$ cat src/rtl/control_sequencer.sv
// control_sequencer: Moore step sequencer for the single-bus datapath.
// One register-transfer step per clock. The sequencer fetches (T0-T2), decodes IR[31:27],
// then runs the execute steps of that instruction class. Register strobes are select-and-encode:
// Gra/Grb/Grc pick the IR field, and Rin/Rout/BAout act on the selected register.
module control_sequencer #(
  parameter logic [4:0] ADD_OP         = 5'b00011,
  parameter bit         RESUME_ON_STOP = 1'b1
) (
  input  logic        clk,
  input  logic        clr,
  input  logic [31:0] IR,
  input  logic        stop,
  output logic        run,
  output logic        Gra,
  output logic        Grb,
  output logic        Grc,
  output logic        Rin,
  output logic        Rout,
  output logic        BAout,
  output logic        Cout,
  output logic        PCout,
  output logic        PCin,
  output logic        incPC,
  output logic        MARin,
  output logic        MDRin,
  output logic        MDRout,
  output logic        Read,
  output logic        Write,
  output logic        IRin,
  output logic        Yin,
  output logic        Zin,
  output logic        ZHighOut,
  output logic        ZLowOut,
  output logic        HIin,
  output logic        HIout,
  output logic        LOin,
  output logic        LOout,
  output logic [4:0]  alu_op,
  output logic [3:0]  step
);

  typedef enum logic [3:0] {
    S_RST    = 4'd0,
    S_T0     = 4'd1,
    S_T1     = 4'd2,
    S_T2     = 4'd3,
    S_T3     = 4'd4,
    S_T4     = 4'd5,
    S_T5     = 4'd6,
    S_T6     = 4'd7,
    S_T7     = 4'd8,
    S_HALTED = 4'd15
  } state_e;

  state_e state_q, state_d;
  logic   halt_instr_q, halt_instr_d;

  logic [4:0] op;
  logic is_rtype, is_imm, is_muldiv, is_unary;
  logic is_ld, is_ldi, is_st, is_mfhi, is_mflo, is_halt, is_mem;
  logic [4:0] imm_alu;
  state_e last_step;
  state_e boundary_next;

  // The register fields of IR are consumed by the datapath's select-and-encode logic;
  // only the opcode steers sequencing here.
  logic ir_fields_unused;
  assign ir_fields_unused = ^IR[26:0];

  assign op = IR[31:27];

  // Instruction class decode and the final execute step of each class
  always_comb begin
    is_rtype  = (op >= 5'b00011) && (op <= 5'b01011);
    is_imm    = (op >= 5'b01100) && (op <= 5'b01110);
    is_muldiv = (op == 5'b01111) || (op == 5'b10000);
    is_unary  = (op == 5'b10001) || (op == 5'b10010);
    is_ld     = (op == 5'b00000);
    is_ldi    = (op == 5'b00001);
    is_st     = (op == 5'b00010);
    is_mfhi   = (op == 5'b11000);
    is_mflo   = (op == 5'b11001);
    is_halt   = (op == 5'b11011);
    is_mem    = is_ld || is_ldi || is_st;

    case (op)
      5'b01100: imm_alu = ADD_OP;
      5'b01101: imm_alu = 5'b00101;
      default:  imm_alu = 5'b00110;
    endcase

    if (is_rtype || is_imm || is_ldi)  last_step = S_T5;
    else if (is_muldiv)                last_step = S_T6;
    else if (is_unary)                 last_step = S_T4;
    else if (is_ld || is_st)           last_step = S_T7;
    else if (is_mfhi || is_mflo)       last_step = S_T3;
    else                               last_step = S_T2;
  end

  // Next-step selection; stop is only looked at on the last step of an instruction
  always_comb begin
    state_d       = state_q;
    halt_instr_d  = halt_instr_q;
    boundary_next = stop ? S_HALTED : S_T0;
    case (state_q)
      S_RST:    state_d = S_T0;
      S_T0:     state_d = S_T1;
      S_T1:     state_d = S_T2;
      S_T2: begin
        if (is_halt) begin
          state_d      = S_HALTED;
          halt_instr_d = 1'b1;
        end else if (last_step == S_T2) begin
          state_d = boundary_next;
        end else begin
          state_d = S_T3;
        end
      end
      S_HALTED: begin
        if (RESUME_ON_STOP && !halt_instr_q && !stop) state_d = S_T0;
      end
      default: begin
        // Treat any step at or past the class's final step as the boundary so a
        // misbehaving IR can never walk the sequencer into an unused encoding.
        if ((state_q >= last_step) || (state_q == S_T7)) state_d = boundary_next;
        else state_d = state_e'(state_q + 4'd1);
      end
    endcase
  end

  // Step register and halt-instruction flag, with synchronous clear
  always_ff @(posedge clk) begin
    if (clr) begin
      state_q      <= S_RST;
      halt_instr_q <= 1'b0;
    end else begin
      state_q      <= state_d;
      halt_instr_q <= halt_instr_d;
    end
  end

  // Strobe decode from the current step and opcode; clr forces every output low at once
  always_comb begin
    {Gra, Grb, Grc, Rin, Rout, BAout, Cout, PCout, PCin, incPC, MARin, MDRin, MDRout,
     Read, Write, IRin, Yin, Zin, ZHighOut, ZLowOut, HIin, HIout, LOin, LOout, run} = '0;
    alu_op = 5'b0;
    step   = state_q;
    run    = (state_q != S_RST) && (state_q != S_HALTED);
    case (state_q)
      S_T0: begin PCout = 1'b1; MARin = 1'b1; incPC = 1'b1; Zin = 1'b1; end
      S_T1: begin ZLowOut = 1'b1; PCin = 1'b1; Read = 1'b1; MDRin = 1'b1; end
      S_T2: begin MDRout = 1'b1; IRin = 1'b1; end
      S_T3: begin
        if (is_rtype || is_imm)  begin Grb = 1'b1; Rout = 1'b1; Yin = 1'b1; end
        else if (is_muldiv)      begin Gra = 1'b1; Rout = 1'b1; Yin = 1'b1; end
        else if (is_unary)       begin Grb = 1'b1; Rout = 1'b1; Zin = 1'b1; alu_op = op; end
        else if (is_mem)         begin Grb = 1'b1; BAout = 1'b1; Yin = 1'b1; end
        else if (is_mfhi)        begin HIout = 1'b1; Gra = 1'b1; Rin = 1'b1; end
        else if (is_mflo)        begin LOout = 1'b1; Gra = 1'b1; Rin = 1'b1; end
      end
      S_T4: begin
        if (is_rtype)            begin Grc = 1'b1; Rout = 1'b1; Zin = 1'b1; alu_op = op; end
        else if (is_imm)         begin Cout = 1'b1; Zin = 1'b1; alu_op = imm_alu; end
        else if (is_muldiv)      begin Grb = 1'b1; Rout = 1'b1; Zin = 1'b1; alu_op = op; end
        else if (is_unary)       begin ZLowOut = 1'b1; Gra = 1'b1; Rin = 1'b1; end
        else if (is_mem)         begin Cout = 1'b1; Zin = 1'b1; alu_op = ADD_OP; end
      end
      S_T5: begin
        if (is_rtype || is_imm || is_ldi) begin ZLowOut = 1'b1; Gra = 1'b1; Rin = 1'b1; end
        else if (is_muldiv)      begin ZLowOut = 1'b1; LOin = 1'b1; end
        else if (is_ld || is_st) begin ZLowOut = 1'b1; MARin = 1'b1; end
      end
      S_T6: begin
        if (is_muldiv)           begin ZHighOut = 1'b1; HIin = 1'b1; end
        else if (is_ld)          begin Read = 1'b1; MDRin = 1'b1; end
        else if (is_st)          begin Gra = 1'b1; Rout = 1'b1; MDRin = 1'b1; end
      end
      S_T7: begin
        if (is_ld)               begin MDRout = 1'b1; Gra = 1'b1; Rin = 1'b1; end
        else if (is_st)          Write = 1'b1;
      end
      default: ;
    endcase
    if (clr) begin
      {Gra, Grb, Grc, Rin, Rout, BAout, Cout, PCout, PCin, incPC, MARin, MDRin, MDRout,
       Read, Write, IRin, Yin, Zin, ZHighOut, ZLowOut, HIin, HIout, LOin, LOout, run} = '0;
      alu_op = 5'b0;
      step   = 4'd0;
    end
  end

endmodule

$ cat config.mk
export PLATFORM = sky130hd
export DESIGN_NAME = control_sequencer
export DESIGN_NICKNAME = d
export VERILOG_FILES = /design/src/rtl/control_sequencer.sv
export SDC_FILE = /design/constraint.sdc
export NUM_CORES = 1
export LEC_CHECK = 0
export ABC_CLOCK_PERIOD_IN_PS = 3000
export CAP_MARGIN = 20
export CORE_AREA = 2 2 69 71
export DETAILED_ROUTE_END_ITERATION = 7
export DIE_AREA = 0 0 71 73
export MAX_ROUTING_LAYER = met4
export SLEW_MARGIN = 20
export SYNTH_ARGS = -nofsm -noshare
export SYNTH_HDL_FRONTEND = slang
export SYNTH_SLANG_ARGS = --single-unit
$ cat constraint.sdc
create_clock -name clk -period 3 [get_ports clk]
set_clock_uncertainty 0.05 [all_clocks]
set_input_delay 0.6 -clock clk [delete_from_list [all_inputs] [get_ports clk]]
set_output_delay 0.6 -clock clk [all_outputs]
set_load 0.02 [all_outputs]
Word level (Yosys, flattened, before mapping)
Cells that the tools add are included.
{"block": "op_classes", "addsub": 1, "magnitude_cmp": 5, "n_eq_ne": 23, "mux": 125, "n_reduce_logical": 19}
{"cell": "2-to-1 mux 1 bit", "n": 92}
{"cell": "2-to-1 mux 4 bit", "n": 10}
{"cell": "2-to-1 mux 5 bit", "n": 7}
{"cell": "== test 5 bit, second input constant", "n": 6}
{"cell": "one-hot mux 4 bit (5 select lines)", "n": 1}
{"cell": "== test 4 x 3 -> 1 bit, second input constant", "n": 4}
{"cell": "== test 5 x 4 -> 1 bit, second input constant", "n": 3}
{"cell": "== test 4 x 2 -> 1 bit, second input constant", "n": 3}
{"cell": "<= comparator 5 x 4 -> 1 bit, second input constant", "n": 2}
{"cell": "one-hot mux 1 bit (2 select lines)", "n": 5}
{"cell": "one-hot mux 5 bit (2 select lines)", "n": 1}
{"cell": "logical OR 1 bit", "n": 9}
{"cell": "one-hot mux 1 bit (3 select lines)", "n": 3}
{"cell": "== test 4 bit, second input constant", "n": 2}
{"cell": "one-hot mux 3 bit (2 select lines)", "n": 1}
{"cell": "== test 5 x 1 -> 1 bit, second input constant", "n": 1}
{"cell": "== test 5 x 2 -> 1 bit, second input constant", "n": 1}
{"cell": ">= comparator 5 x 2 -> 1 bit, second input constant", "n": 1}
{"cell": ">= comparator 5 x 4 -> 1 bit, second input constant", "n": 1}
{"cell": "logical NOT 5 bit", "n": 1}
{"cell": "one-hot mux 1 bit (5 select lines)", "n": 1}
{"cell": "adder 4 x 1 -> 4 bit, second input constant", "n": 1}
{"cell": "== test 4 x 1 -> 1 bit, second input constant", "n": 1}
{"cell": ">= comparator 4 bit", "n": 1}
{"cell": "other kinds (10)", "n": 15}
{"block": "word_totals", "regBits": 5, "input_bits": 35, "output_inout_bits": 34, "wordCells": 175}

Longest topological paths before layout
{"block": "logic_depth", "ltp_word": 11, "mapped_depth": 11, "mapped_depth_nobuf": 9}

Worst setup path after synthesis
OpenSTA, ideal clock, no wires.
{"block": "synth_timing", "path_kind": "input to output", "start": "input port IR[28]", "end": "output port Cout", "arrival_time_ns": 2.113, "required_ns": 2.350, "slack_ns": 0.237, "stages": 3, "path_buffers": 1, "path_cell_list": "buf_2 -> and2_2 -> a2111oi_0"}
{"block": "synth_between", "elab_chain_len": 10, "elab_cells_between_ends": 24, "classes_between": "order compare (4); eq/ne (6); mux (7); reduce/logical (7)"}
{"element": "from (decl)", "line_no": "11", "rtl": "input logic [31:0] IR,"}
{"element": "== test 5 x 1 -> 1 bit / logical NOT 5 bit (equally long branches)", "line_no": "79, 78"}
{"element": "logical OR 1 bit (2 in series)", "line_no": "84", "rtl": "is_mem = is_ld || is_ldi || is_st;"}
{"element": "2-to-1 mux 1 bit", "line_no": "166", "rtl": "else if (is_mem) begin Cout = 1'b1; Zin = 1'b1; alu_op = ADD_OP; end"}
{"element": "2-to-1 mux 1 bit"}
{"element": "2-to-1 mux 1 bit", "line_no": "164", "rtl": "else if (is_muldiv) begin Grb = 1'b1; Rout = 1'b1; Zin = 1'b1; alu_op = op; end"}
{"element": "2-to-1 mux 1 bit", "line_no": "163", "rtl": "else if (is_imm) begin Cout = 1'b1; Zin = 1'b1; alu_op = imm_alu; end"}
{"element": "2-to-1 mux 1 bit *", "line_no": "162", "rtl": "if (is_rtype) begin Grc = 1'b1; Rout = 1'b1; Zin = 1'b1; alu_op = op; end"}
{"element": "2-to-1 mux 1 bit *", "line_no": "149", "rtl": "case (state_q)"}
{"element": "2-to-1 mux 1 bit *", "line_no": "184", "rtl": "if (clr) begin"}
{"element": "to (decl)", "line_no": "20", "rtl": "output logic Cout,"}
Mark *: on every way between the ends. The rest lies on a longest branch, timed or not.

Worst setup path after layout
{"block": "layout_timing", "start": "register state_q[1]", "end": "output port run"}
{"block": "layout_between", "elab_chain_len": 3, "elab_cells_between_ends": 4, "classes_between": "eq/ne (1); mux (1); reduce/logical (2)"}
{"element": "from (decl)", "line_no": "55", "rtl": "state_e state_q, state_d;"}
{"element": "from (signal assigned)", "line_no": "137", "rtl": "state_q <= state_d;"}
{"element": "inequality test 4 bit / nonzero test 4 bit (equally long branches)", "line_no": "148", "rtl": "run = (state_q != S_RST) && (state_q != S_HALTED);"}
{"element": "logical AND 1 bit *", "line_no": "148"}
{"element": "2-to-1 mux 1 bit *", "line_no": "184"}
{"element": "to (decl)", "line_no": "13", "rtl": "output logic run,"}
Marked as above.

==> flow_metrics.env <==
export IMPL_core_rowCount=25
export IMPL_ctsLongestPathBuffers=2
export IMPL_required_ps=2350
export IMPL_hold_class="reg -> reg"
export IMPL_pre_cts_slack_ps=-583.1
export IMPL_r2r_start="state_q[1]"
export IMPL_synth_main_ff_cell="dfxtp_1"
export IMPL_diodes=0
export IMPL_critPathLaunch="state_q[1]"
export IMPL_placedInstanceArea_um2=2063
export IMPL_period_share_pct=97.38
export IMPL_wire_per_inst_um=13.51
export IMPL_fp_dieArea_um2=5183
export IMPL_drtIter0Drc=97
export IMPL_overflow=0
export IMPL_drtAntennaViolNets=0
export IMPL_p_total_mw=1.120
export IMPL_ys_seq_elements=5
export IMPL_fin_area_um2=2127
export IMPL_fp_dieH_um=73
export IMPL_vias=1686
export IMPL_worst_ir_drop_vdd_mv=0.2488
export IMPL_synth_distinct_cells=57
export IMPL_start_kind="flip-flop"
export IMPL_r2r_end="state_q[1]"
export IMPL_drt_total_wl_um=4485
export IMPL_ys_warn_count=0
export IMPL_worstMarginPinSlew_ps=443.9
export IMPL_first_pass_iters=4
export IMPL_place_congestion=0.8787
export IMPL_ctsHoldBuffers=0
export IMPL_netlist_area_um2=1300
export IMPL_grt_max_degree=20
export IMPL_area_growth_syn_to_layout_pct=63.62
export IMPL_cts_root_buffer="clkbuf_8"
export IMPL_dp_cells=325
export IMPL_crit_end="run"
export IMPL_clock_sinks=5
export IMPL_period_needed_ps=2921
export IMPL_rsz0062_at_grt="false"
export IMPL_path_class="reg -> out"
export IMPL_htree_levels=1
export IMPL_vias_per_cell=5.078
export IMPL_grt_pass1_wl_um=7527
export IMPL_fin_cells=332
export IMPL_slew_headroom_pct=70.09
export IMPL_grt_pass1_vias=1666
export IMPL_synth_edf_count=0
export IMPL_hold_viol_final=0
export IMPL_r2r_setup_slack_ps=1070
export IMPL_drv_cap=0
export IMPL_max_freq_mhz=342.3
export IMPL_dp_hpwl_um=3627
export IMPL_arrival_ps=2270
export IMPL_core_area_um2=4536
export IMPL_clkTransAtPathRegs_ps=40
export IMPL_seq_area_frac_synth_pct=7.700
export IMPL_async_reset_ff_share_pct=0
export IMPL_drive_gt1_share_pct=30.22
export IMPL_start_util_pct=28.66
export IMPL_numCtsBuffers=3
export IMPL_cp_max_fo=7
export IMPL_status="finished, final reports clean"
export IMPL_final_max_slew_viol_count=0
export IMPL_setup_viol=0
export IMPL_antenna_found_initial=0
export IMPL_track_usage_pct=17.83
export IMPL_p_per_area_nw_per_um2=526.3
export IMPL_syn_area_per_cell_um2=6.599
export IMPL_synth_fp_nets=240
export IMPL_fp_dieW_um=71
export IMPL_nets=322
export IMPL_drc=0
export IMPL_end_kind="output pin"
export IMPL_cts_tree="built"
export IMPL_synthCells=197
export IMPL_fin_ws_ps=78.64
export IMPL_p_leak_nw=1.056
export IMPL_ff2ff_path_depth=8
export IMPL_top_level_ports=69
export IMPL_insertion_delay_ps=230
export IMPL_port_buffers=41
-- worst max-delay path, cell delays in order (launching register included) --
cell             delay (ps)
dfxtp_1                 310
buf_4                   150
ha_1                    270
buf_4                   200
and3_1                  200
a211oi_1                260
clkdlybuf4s50_1         660
-- where the power goes --
group,switching [mW],internal [mW]
registers,0.0294,0.0898
logic,0.470,0.401
clock network,0.0376,0.0916
total,0.537,0.582
-- cell usage in the layout, fill, tap and decap left out, types with 5 or more instances in the layout --
cell | netlist | routed
a21oi_1 | 12 | 12
buf_4 | 4 | 55
clkdlybuf4s50_1 | 0 | 13
dfxtp_1 | 5 | 5
dlygate4sd2_1 | 0 | 13
dlymetal6s2s_1 | 0 | 6
ha_1 | 8 | 8
inv_1 | 6 | 6
nand2_1 | 21 | 21
nand3_1 | 8 | 8
nor2_1 | 21 | 21
nor2b_1 | 5 | 5
o21ai_0 | 14 | 14
-- synthesized netlist by cell type (3+ instances only) --
cell,count,share of area [%]
nand2_1,21,6.1
buf_2,6,2.3
and3_1,5,2.4
buf_4,4,2.3
o21ai_0,14,5.4
clkbuf_1,6,1.7
a22oi_1,3,1.7
a21oi_1,12,4.6
dfxtp_1,5,7.7
xnor2_1,4,2.7
nor2_2,4,1.9
a211oi_1,4,2.3
nor4_1,4,1.9
inv_1,6,1.7
nand2b_1,4,1.9
nor3_1,3,1.2
nand3_1,8,3.1
nor2b_1,5,2.4
ha_1,8,7.7
nor2_1,21,6.1
and2_1,5,2.4
-- worst min path at each step --
stage,startpoint,to,slack (ps),cells after the start
floorplan,halt_instr_q,halt_instr_q,400,2
global placement,halt_instr_q,halt_instr_q,450,2
detailed placement,halt_instr_q,halt_instr_q,450,2
CTS,halt_instr_q,halt_instr_q,460,2
global route,halt_instr_q,halt_instr_q,490,2
finish,halt_instr_q,halt_instr_q,460,2
-- metrics by stage --
step,hold WS (ps),setup TNS (ps),util [%]
CTS,457.2,0,46.26
global route,491.8,0,46.90
global placement,446.9,-7939,45.49
finish,464.4,0,46.90
floorplan,403.9,0,-
detailed placement,453.3,-8248,45.49
-- layer usage --
metal	GRT usage [%]	part of all wire, %	vias up
li1	-	-	873
met5	-	0	-
met2	29.80	47	38
met1	24.13	50	773
met3	1.105	3.1	2
met4	3.145	0.36	0
-- state kept, by name, indices dropped and copies added (netlist names) --
register      count
state_q           4
halt_instr_q      1
-- cell type report --
cell class | count | area, µm²
Fill cell | 459 | 2409
Multi-Input combinational cell | 167 | 1086
Timing Repair Buffer | 95 | 802.0
Sequential cell | 5 | 100.1
Tap cell | 54 | 67.56
Clock buffer | 4 | 45.04
Inverter | 7 | 26.28
-- what timing repair did --
item                                    CTS  global route
endpoints found under the setup margin   26             8
pin swaps                                 2             5
hold endpoints to repair                  0             0
resized for setup                        45            13
gates cloned                              0             0
setup buffers                             1             2
-- cells by family after synthesis --
group / after synthesis / share of synthesized area [%]
AO/OA/AOI/OAI: 56 / 29.26
XOR/XNOR: 4 / 2.695
adder cells (fa/ha/maj): 8 / 7.700
buffers and inverters: 25 / 9.528
flip-flops: 5 / 7.700
multiplexers: 2 / 1.540
AND/OR/NAND/NOR: 97 / 41.58
(Power assumes the default switching activity.)
